`config.mk`:
```
export PLATFORM = sky130hd
export DESIGN_NAME = spi_master
export DESIGN_NICKNAME = d
export VERILOG_FILES = /design/src/rtl/spi_master.sv
export SDC_FILE = /design/constraint.sdc
export NUM_CORES = 1
export LEC_CHECK = 0
export CAP_MARGIN = 25
export CELL_PAD_IN_SITES_DETAIL_PLACEMENT = 1
export CELL_PAD_IN_SITES_GLOBAL_PLACEMENT = 1
export CORE_MARGIN = 2
export CORE_UTILIZATION = 35
export CTS_CLUSTER_SIZE = 8
export DETAILED_ROUTE_END_ITERATION = 8
export PLACE_DENSITY = 0.68
export SLEW_MARGIN = 30
export SYNTH_ARGS = -nofsm -noshare
export SYNTH_HDL_FRONTEND = slang
export SYNTH_SLANG_ARGS = --single-unit
```
`constraint.sdc`:
```
create_clock -name sys_clk -period 2.8 [get_ports sys_clk]
set_input_delay 0.28 -clock sys_clk [delete_from_list [all_inputs] [get_ports sys_clk]]
set_output_delay 0.28 -clock sys_clk [all_outputs]
set_load 0.02 [all_outputs]
```
`src/rtl/spi_master.sv`:
```
// -----------------------------------------------------------------------------
// spi_master
// SPI bus master, mode 0 (CPOL=0, CPHA=0), MSB first, one word per CS_N frame.
// SCK is derived from sys_clk: each SCK half-period lasts CLK_DIV sys_clk cycles.
//
// Optional feature macro: SPI_MASTER_BURST_EN
//   When defined, a new word offered on the final SCK high cycle is accepted
//   and chained into the same CS_N frame (no HOLD/GAP/SETUP in between).
//
// Ports:
//   sys_clk    in   system clock, all logic on its rising edge
//   rst        in   synchronous active-high reset
//   tx_valid   in   txd_data is valid
//   tx_ready   out  block can accept a word
//   txd_data   in   word to transmit
//   rxd_data   out  last received word, held until the next completion
//   rxd_valid  out  one-cycle strobe, coincident with rxd_data update
//   busy       out  high whenever the FSM is not idle
//   CS_N       out  chip select, active low
//   SCK        out  serial clock, idles low
//   MOSI       out  serial data out
//   MISO       in   serial data in, already synchronous to sys_clk
// -----------------------------------------------------------------------------
module spi_master #(
    parameter int DATA_W   = 8,
    parameter int CLK_DIV  = 4,
    parameter int CS_SETUP = 2,
    parameter int CS_HOLD  = 2,
    parameter int CS_GAP   = 2
) (
    input  logic              sys_clk,
    input  logic              rst,
    input  logic              tx_valid,
    output logic              tx_ready,
    input  logic [DATA_W-1:0] txd_data,
    output logic [DATA_W-1:0] rxd_data,
    output logic              rxd_valid,
    output logic              busy,
    output logic              CS_N,
    output logic              SCK,
    output logic              MOSI,
    input  logic              MISO
);

    // Largest phase length decides the divider counter width.
    localparam int MAX_A   = (CLK_DIV > CS_SETUP) ? CLK_DIV : CS_SETUP;
    localparam int MAX_B   = (CS_HOLD > CS_GAP) ? CS_HOLD : CS_GAP;
    localparam int MAX_CNT = (MAX_A > MAX_B) ? MAX_A : MAX_B;
    localparam int CNT_W   = (MAX_CNT > 1) ? $clog2(MAX_CNT) : 1;
    localparam int BIT_W   = (DATA_W > 1) ? $clog2(DATA_W) : 1;

    typedef enum logic [2:0] {
        S_IDLE  = 3'd0,
        S_SETUP = 3'd1,
        S_LO    = 3'd2,
        S_HI    = 3'd3,
        S_HOLD  = 3'd4,
        S_GAP   = 3'd5
    } state_t;

    state_t              r_state;
    state_t              w_state_nxt;
    logic [CNT_W-1:0]    r_div_cnt;
    logic [CNT_W-1:0]    w_len_m1;
    logic [BIT_W-1:0]    r_bit_cnt;
    logic [DATA_W-1:0]   r_tx_shift;
    logic [DATA_W-1:0]   r_rx_shift;
    logic [DATA_W-1:0]   w_tx_next;
    logic                w_phase_last;
    logic                w_last_bit;
    logic                w_accept;

    assign w_tx_next    = r_tx_shift << 1;
    assign w_phase_last = (r_div_cnt == w_len_m1);
    assign w_last_bit   = (r_bit_cnt == BIT_W'(DATA_W - 1));
    assign w_accept     = tx_valid && tx_ready;
    assign busy         = (r_state != S_IDLE);

    // Terminal count of the current phase (length minus one).
    always_comb begin
        w_len_m1 = {CNT_W{1'b0}};
        case (r_state)
            S_SETUP:    w_len_m1 = CNT_W'(CS_SETUP - 1);
            S_LO, S_HI: w_len_m1 = CNT_W'(CLK_DIV - 1);
            S_HOLD:     w_len_m1 = CNT_W'(CS_HOLD - 1);
            S_GAP:      w_len_m1 = CNT_W'(CS_GAP - 1);
            default:    w_len_m1 = {CNT_W{1'b0}};
        endcase
    end

    // Ready: idle, or (burst build) chaining a word on the final SCK high cycle.
    always_comb begin
        tx_ready = 1'b0;
`ifdef SPI_MASTER_BURST_EN
        if (!rst && ((r_state == S_IDLE) ||
                     ((r_state == S_HI) && w_phase_last && w_last_bit && tx_valid))) begin
            tx_ready = 1'b1;
        end else begin
            tx_ready = 1'b0;
        end
`else
        if (!rst && (r_state == S_IDLE)) begin
            tx_ready = 1'b1;
        end else begin
            tx_ready = 1'b0;
        end
`endif
    end

    // Next-state logic for the transfer FSM.
    always_comb begin
        w_state_nxt = r_state;
        case (r_state)
            S_IDLE: begin
                if (w_accept) w_state_nxt = S_SETUP;
                else          w_state_nxt = S_IDLE;
            end
            S_SETUP: begin
                if (w_phase_last) w_state_nxt = S_LO;
                else              w_state_nxt = S_SETUP;
            end
            S_LO: begin
                if (w_phase_last) w_state_nxt = S_HI;
                else              w_state_nxt = S_LO;
            end
            S_HI: begin
                // w_accept can only be true here in the burst build.
                if (w_phase_last && w_last_bit) w_state_nxt = w_accept ? S_LO : S_HOLD;
                else if (w_phase_last)          w_state_nxt = S_LO;
                else                            w_state_nxt = S_HI;
            end
            S_HOLD: begin
                if (w_phase_last) w_state_nxt = S_GAP;
                else              w_state_nxt = S_HOLD;
            end
            S_GAP: begin
                if (w_phase_last) w_state_nxt = S_IDLE;
                else              w_state_nxt = S_GAP;
            end
            default: w_state_nxt = S_IDLE;
        endcase
    end

    // State register.
    always_ff @(posedge sys_clk) begin
        if (rst) r_state <= S_IDLE;
        else     r_state <= w_state_nxt;
    end

    // Datapath: divider, shift registers and SPI pin registers.
    always_ff @(posedge sys_clk) begin
        if (rst) begin
            r_div_cnt  <= {CNT_W{1'b0}};
            r_bit_cnt  <= {BIT_W{1'b0}};
            r_tx_shift <= {DATA_W{1'b0}};
            r_rx_shift <= {DATA_W{1'b0}};
            rxd_data   <= {DATA_W{1'b0}};
            rxd_valid  <= 1'b0;
            CS_N       <= 1'b1;
            SCK        <= 1'b0;
            MOSI       <= 1'b0;
        end else begin
            rxd_valid <= 1'b0;
            // Divider restarts at every phase boundary and stays cleared in idle.
            if ((r_state == S_IDLE) || w_phase_last) r_div_cnt <= {CNT_W{1'b0}};
            else                                      r_div_cnt <= r_div_cnt + CNT_W'(1);

            if (w_accept) begin
                r_tx_shift <= txd_data;
                MOSI       <= txd_data[DATA_W-1];
                CS_N       <= 1'b0;
                r_bit_cnt  <= {BIT_W{1'b0}};
            end

            case (r_state)
                S_LO: begin
                    // MISO is captured on the same edge SCK rises.
                    if (w_phase_last) begin
                        SCK        <= 1'b1;
                        r_rx_shift <= DATA_W'({r_rx_shift, MISO});
                    end
                end
                S_HI: begin
                    if (w_phase_last) begin
                        SCK <= 1'b0;
                        if (!w_last_bit) begin
                            r_bit_cnt  <= r_bit_cnt + BIT_W'(1);
                            r_tx_shift <= w_tx_next;
                            MOSI       <= w_tx_next[DATA_W-1];
                        end
`ifdef SPI_MASTER_BURST_EN
                        else if (w_accept) begin
                            // Chained word: report the finished one right away.
                            rxd_data  <= r_rx_shift;
                            rxd_valid <= 1'b1;
                        end
`endif
                    end
                end
                S_HOLD: begin
                    if (w_phase_last) begin
                        CS_N      <= 1'b1;
                        rxd_data  <= r_rx_shift;
                        rxd_valid <= 1'b1;
                        MOSI      <= 1'b0;
                    end
                end
                default: ;
            endcase
        end
    end

endmodule

```
==> results of run 1 <==
[cell families after synthesis]
group / Yosys count
and+or+nand+nor: 69
DFF: 35
AOI/OAI and AO/OA: 22
muxes: 17
buffers and inverters: 12
adders and majority gates: 2
[final timing paths]
| kind | depth (start not counted) | start | endpoint | slack [ns] |
|---|---|---|---|---|
| max | 3 | r_state[0] | busy | 0.72 |
| max reg2reg | 4 | r_state[0] | r_tx_shift[2] | 0.87 |
| min | 2 | r_bit_cnt[1] | r_bit_cnt[1] | 0.49 |
| min reg2reg | 2 | r_bit_cnt[1] | r_bit_cnt[1] | 0.49 |
[registers in the layout, indices dropped and copies added, names as in the netlist, 2 cells and up]
name / flops
r_tx_shift: 7
rxd_data: 8
r_div_cnt: 2
r_bit_cnt: 3
r_state: 3
r_rx_shift: 8
[metrics by stage]
step | total power, mW | instances | hold WS (ns)
finish | 1.01 | 232 | 0.486
global placement | 0.646 | 225 | 0.459
global route | 1.06 | 232 | 0.512
floorplan | 0.607 | 157 | 0.416
detailed placement | 0.650 | 225 | 0.477
CTS | 1.02 | 232 | 0.487
[worst max-delay path, stage by stage, from the launching register on]
cell	delay [ns]
dfxtp_1	0.56
inv_1	0.19
nand3_1	0.15
clkdlybuf4s50_1	0.61
[power by group through the flow]
stage               registers (mW)  logic [mW]  clock network (mW)
floorplan                    0.536      0.0716                   0
global placement             0.542       0.104                   0
detailed placement           0.543       0.107                   0
CTS                          0.532       0.108               0.385
global route                 0.534       0.117               0.409
finish                       0.532       0.107               0.371
[layout make-up]
type	instances	area, sq um	area share (%)
clock buffers	6	82.6	4.46
inverters	3	11.3	0.609
flip-flops and latches	35	701	37.9
multi-input cells	110	723	39.1
clock inverters	1	5.00	0.270
repair buffers	27	265	14.3
well taps	50	62.6	3.38
[per-layer routing]
layer,routed length [microns],up-vias,track usage [%]
met5,0,-,0
met2,1690,26,25.2
met4,58,0,8.06
met1,1570,579,17.9
li1,-,591,-
met3,163,4,6.10
[cell usage in the layout (no fill, tap or decap), drive strengths merged, types with 2 or more instances in the layout]
cell type and instances:
nand4b 2, clkdlybuf4s50 25, nand3 5, nand2 20, nand3b 2, dfxtp 35, buf 2, o21ai 4
a21oi 6, clkbuf 6, nor2b 2, inv 3, ha 2, mux2i 17, a311oi 6, nand2b 2
nor2 30
==> key figures, run 1 <==
Clock network
  – # Post-CTS Setup Buffers: 0
  – Num CTS Buffers: 5
  – CTS clk-pin slew, worst paths: 0.07 ns
  – CTS sink cnt: 35
  – CTS root buf: clkbuf_8
  – Post-CTS Resized: 0
  – Later-pin clock latency in the skew report: 0.29 ns
  – Max Root-Sink Buffers: 2
  – # hold bufs at CTS: 0
  – Htree depth: 2
  – CTS tree: yes

Floorplan
  – Starting Density: 36.9%
  – FP Rows: 23
  – I/O pin total: 26
  – Die width: 69.4 microns
  – CORE AREA: 0.00406 sq mm
  – Die extent in y: 69.4 microns
  – Die area: 0.00481 sq mm

Place
  – Pre-CTS WS: 0.853 ns
  – DP HPWL: 2350 microns
  – Cell Area, Placed: 0.00176 sq mm
  – Buffers on Ports: 25
  – Gp weighted congestion: 0.755

Synth
  – Compound-Gate Fraction of Synth Area: 13.1%
  – Syn avg cell area: 9.53 sq um
  – Cell accounting for the most synthesized area: dfxtp_1
  – Area share of the largest cell type after synthesis: 46.8%
  – Area contributors post-synth: dfxtp_1 (47%), mux2i_1 (11%), nor2_1 (7.3%)
  – Post-Synth Simple-Gate Area: 22.2%
  – Post-Synth Adder-Cell Area: 1.67%
  – Dominant synthesized flop cell: dfxtp_1
  – Largest family of logic cells by synthesized area: simple AND/OR/NAND/NOR gates
  – Register area share after synthesis: 46.8%
  – EDFF count, synth: 0
  – Multiplexer share of the synthesized area: 11.4%
  – Cell variety after synth: 33
  – Yosys warns: 0
  – Async S/R FF share, synth: 0%
  – Count leader, synth: dfxtp_1
  – Post-Syn Nets: 171
  – Post-synthesis xor/xnor area fraction: 0%
  – Most frequent cells after synthesis: dfxtp_1 (35), nor2_1 (29), nand2_1 (20), mux2i_1 (17)
  – Synthesized area: 0.00150 sq mm
  – Synth Register Bits: 35
  – Cells after synthesis: 157

Timing
  – Slew Viols, Final: 0
  – Setup Viol. Count Final: 0
  – RSZ-0062 raised after global routing: no
  – Tcrit/Tclk final: 74.3%
  – Worst Clk Skew: 0.00706 ns
  – Max_slew headroom: 54.2%
  – Setup ws final: 0.720 ns
  – FMAX: 481 MHz
  – Final Hold Fails: 0
  – Fin crit period: 2.08 ns
  – Setup TNS: 0 ns
  – Worst-Margin Slew: 0.687 ns

Power and ir drop
  – Internal Power: 757 uW
  – Clock Power Share: 36.7%
  – Cell Pwr Density: 546 mW/mm^2
  – Sw Share: 25.1%
  – Maximum VDD drop: 0.000299 V
  – Net Switching: 253 uW
  – Reg power frac: 52.6%
  – Combinational Power Share: 10.6%
  – P_leak: 0.726 nW

Routing
  – Pre-antenna DRT Iters: 4
  – Final ANT Viol Nets: 0
  – Total wire length: 3480 microns
  – Wire length per cell: 15.0 microns
  – DR iter-0 viols: 43
  – Via count: 1200
  – Via-per-instance ratio: 5.17
  – Residual DRC: 0

Finish
  – Fill cell count: 469
  – Post-route cell area: 0.00185 sq mm
  – N_diodes: 0
  – Final Util: 45.6%
  – Layout cells sized above 1: 10.4%
  – Area grow syn2layout: 23.7%
  – Nets: 196

Global routing
  – First-pass GRT wire length: 5860 microns
  – GR Util All Layers: 15.6%
  – Vias in the first global route: 1252
  – Grt ovf: 0
  – Antenna violations before repair: 0
  – Largest net degree at the start of global routing: 37

Critical path
  – Worst path arrival time: 1.80 ns
  – CP max FO: 10
  – Critical path required time: 2.52 ns
  – Critical Setup Path Class: register to primary output
  – Worst Setup Start Kind: register
  – Setup crit end kind: primary output

Hold path
  – Hold Crit Class: register to register

Status
  – Outcome: complete, no violations

Job
  – Max_cap viols: 0
No activity file was read; power rests on OpenSTA's default activity.
==> inputs of run 2 (changes only) <==
- PLACE_DENSITY: 0.68 -> 0.7
- clock period: 2.8 -> 1.7 ns (I/O delays scaled with it)
==> run 2 against run 1 <==
Total power increased by 80%. Count of clock-buffer cells in the layout decreased by 1. Combinational power increased by 82%. Routed wire length increased by 2.2%. Hold slack got worse by 0.051 ns. Via count increased by 1.5%. Non-clock buffer count increased by 6. Global-route usage increased by 0.46 points. Clock power increased by 100%. Setup slack got worse by 0.61 ns. Design area increased by 4.7%. Core utilization increased by 2.2 points. Critical endpoint is now r_tx_shift[5]. Largest cell class unchanged.
==> key figures, run 2 (synthesized netlist as in run 1, its figures left out) <==
Status
  – Outcome: complete, no violations (unchanged)

Power and ir drop
  – Internal Power: 1.37 mW (was 757 uW)
  – Reg power frac: 47.7% (was 52.6%)
  – Cell Pwr Density: 939 mW/mm^2 (was 546 mW/mm^2)
  – Sw Share: 24.6% (was 25.1%)
  – Clock Power Share: 41.6% (was 36.7%)
  – Combinational Power Share: 10.7% (was 10.6%)
  – Maximum VDD drop: 0.000458 V (was 0.000299 V)
  – Power, Total: 1.82 mW (was 1.01 mW)
  – P_leak: 0.772 nW (was 0.726 nW)
  – Net Switching: 448 uW (was 253 uW)

Critical path
  – WP buf/inv: 1 (was 2)
  – CP top delay family: simple AND/OR/NAND/NOR gates (was buffers and inverters)
  – Critical Setup Path Class: register to register (was register to primary output)
  – Worst path arrival time: 1.75 ns (was 1.80 ns)
  – Crit path depth: 6 (was 3)
  – Worst path slowest cell: or3_1 (was clkdlybuf4s50_1)
  – FF-to-FF path depth: 6 (was 4)
  – R2R setup slack: 0.11 ns (was 0.87 ns)
  – CP peak stage delay: 0.36 ns (was 0.61 ns)
  – CP max FO: 17 (was 10)
  – Critical path required time: 1.87 ns (was 2.52 ns)
  – Setup crit end kind: register (was primary output)
  – Worst Setup Start Kind: register (unchanged)
  – Worst-path cell chain: ha_1, ha_2, or3_1, buf_6, nor2_1, a311oi_2 (was inv_1, nand3_1, clkdlybuf4s50_1)

Clock network
  – # hold bufs at CTS: 0 (unchanged)
  – Max Root-Sink Buffers: 2 (unchanged)
  – CTS clk-pin slew, worst paths: 0.08 ns (was 0.07 ns)
  – CTS tree: yes (unchanged)
  – Later-pin clock latency in the skew report: 0.29 ns (about the same)
  – CTS sink cnt: 35 (unchanged)
  – Num CTS Buffers: 5 (unchanged)
  – CTS root buf: clkbuf_8 (unchanged)
  – Htree depth: 2 (unchanged)

Routing
  – Via-per-instance ratio: 5.10 (was 5.17)
  – Residual DRC: 0 (unchanged)
  – Total wire length: 3550 microns (was 3480 microns)
  – Wire length per cell: 14.9 microns (was 15.0 microns)
  – Via count: 1218 (was 1200)
  – Final ANT Viol Nets: 0 (unchanged)
  – DR iter-0 viols: 45 (was 43)
  – Pre-antenna DRT Iters: 4 (unchanged)

Place
  – DP HPWL: 2450 microns (was 2350 microns)
  – Pre-CTS WS: -0.0502 ns (was 0.853 ns)
  – Cell Area, Placed: 0.00182 sq mm (was 0.00176 sq mm)
  – Placed Instances: 231 (was 225)
  – Buffers on Ports: 25 (unchanged)
  – Gp weighted congestion: 0.850 (was 0.755)

Timing
  – Tcrit/Tclk final: 93.4%
  – Fin crit period: 1.59 ns
  – Hold WS: 0.435 ns (was 0.486 ns)
  – Setup Viol. Count Final: 0 (unchanged)
  – Worst-Margin Slew: 0.400 ns (was 0.687 ns)
  – Setup ws final: 0.112 ns (was 0.720 ns)
  – RSZ-0062 raised after global routing: no (unchanged)
  – Setup TNS: 0 ns (unchanged)
  – Final Hold Fails: 0 (unchanged)
  – FMAX: 630 MHz
  – Max_slew headroom: 73.3% (was 54.2%)
  – Slew Viols, Final: 0 (unchanged)
  – Worst Clk Skew: 0.00556 ns (was 0.00706 ns)

Finish
  – Area grow syn2layout: 29.5% (was 23.7%)
  – Most common cell after layout, fill and taps aside: dfxtp_1 (unchanged)
  – Post-route cell area: 0.00194 sq mm (was 0.00185 sq mm)
  – Final Util: 47.8% (was 45.6%)
  – N_diodes: 0 (unchanged)
  – Top flop regs: r_rx_shift x8, rxd_data x8, r_tx_shift x7 (unchanged)
  – Nets: 202 (was 196)
  – Fill cell count: 471 (was 469)
  – Fin cells: 239 (was 232)
  – Layout cells sized above 1: 15.9% (was 10.4%)
  – Most frequent cells in the layout: dfxtp_1 (33), nor2_1 (28), clkdlybuf4s50_1 (23) (was dfxtp_1 (35), nor2_1 (29), clkdlybuf4s50_1 (25))

Global routing
  – Antenna violations before repair: 0 (unchanged)
  – Largest net degree at the start of global routing: 37 (unchanged)
  – Vias in the first global route: 1273 (was 1252)
  – GR Util All Layers: 16.1% (was 15.6%)
  – First-pass GRT wire length: 6180 microns (was 5860 microns)
  – Grt ovf: 0 (unchanged)

Floorplan
  – CORE AREA: 0.00406 sq mm (unchanged)
  – Die area: 0.00481 sq mm (unchanged)
  – FP Rows: 23 (unchanged)
  – I/O pin total: 26 (unchanged)
  – Die extent in y: 69.4 microns (unchanged)
  – Die width: 69.4 microns (unchanged)
  – Starting Density: 36.9% (unchanged)

Hold path
  – Worst hold stages: 3 (was 2)
  – Hold Crit Class: input pin to register (was register to register)

Job
  – Max_cap viols: 0 (unchanged)
[run 2: cell count changes in the layout (fill, tap and decap cells not counted), moves of 2 or more]
cell,before,now
clkdlybuf4s50_1,25,23
dfxtp_1,35,33
dfxtp_2,0,2
dlygate4sd2_1,0,2
buf_4,2,7
[run 2: power by group through the flow]
| stage | registers, mW | logic [mW] | clock network, mW |
|---|---|---|---|
| after floorplan | 0.883 | 0.122 | 0 |
| after global routing | 0.871 | 0.213 | 0.826 |
| after CTS | 0.867 | 0.198 | 0.787 |
| after global placement | 0.884 | 0.197 | 0 |
| after detailed placement | 0.886 | 0.202 | 0 |
| final | 0.868 | 0.195 | 0.757 |
[run 2: worst paths after layout]
path	start	end
max	r_bit_cnt[0]	r_tx_shift[5]
max reg2reg	r_bit_cnt[0]	r_tx_shift[5]
min reg2reg	r_bit_cnt[0]	r_bit_cnt[0]
min	txd_data[0]	r_tx_shift[0]
[run 2: tightest hold or removal path, cell delays in order]
cell	delay [ns]
clkdlybuf4s50_1	0.40
nand2_1	0.06
a21oi_1	0.05
[run 2: layout make-up]
type                       count  area, sq um  share of cell area, %
inverter                       3         11.3                  0.581
clock inverter                 3         43.8                   2.26
multi-input combinational    110          737                   38.0
sequential                    35          703                   36.3
clock buffer                   5         68.8                   3.55
tap                           50         62.6                   3.23
timing repair buffer          33          312                   16.1
[run 2: layer usage]
metal	track usage, %	up-vias	share of wire, %
li1	-	607	-
met1	18.8	585	46
met2	27.4	22	49
met3	5.81	4	4.2
met4	5.23	0	0.96
met5	0	-	0
[run 2: repair_timing]
action                                  4_1_cts  5_1_grt
setup buffers                                 0        0
endpoints found under the setup margin        2       10
resized for setup                             4        3
cloned                                        0        0
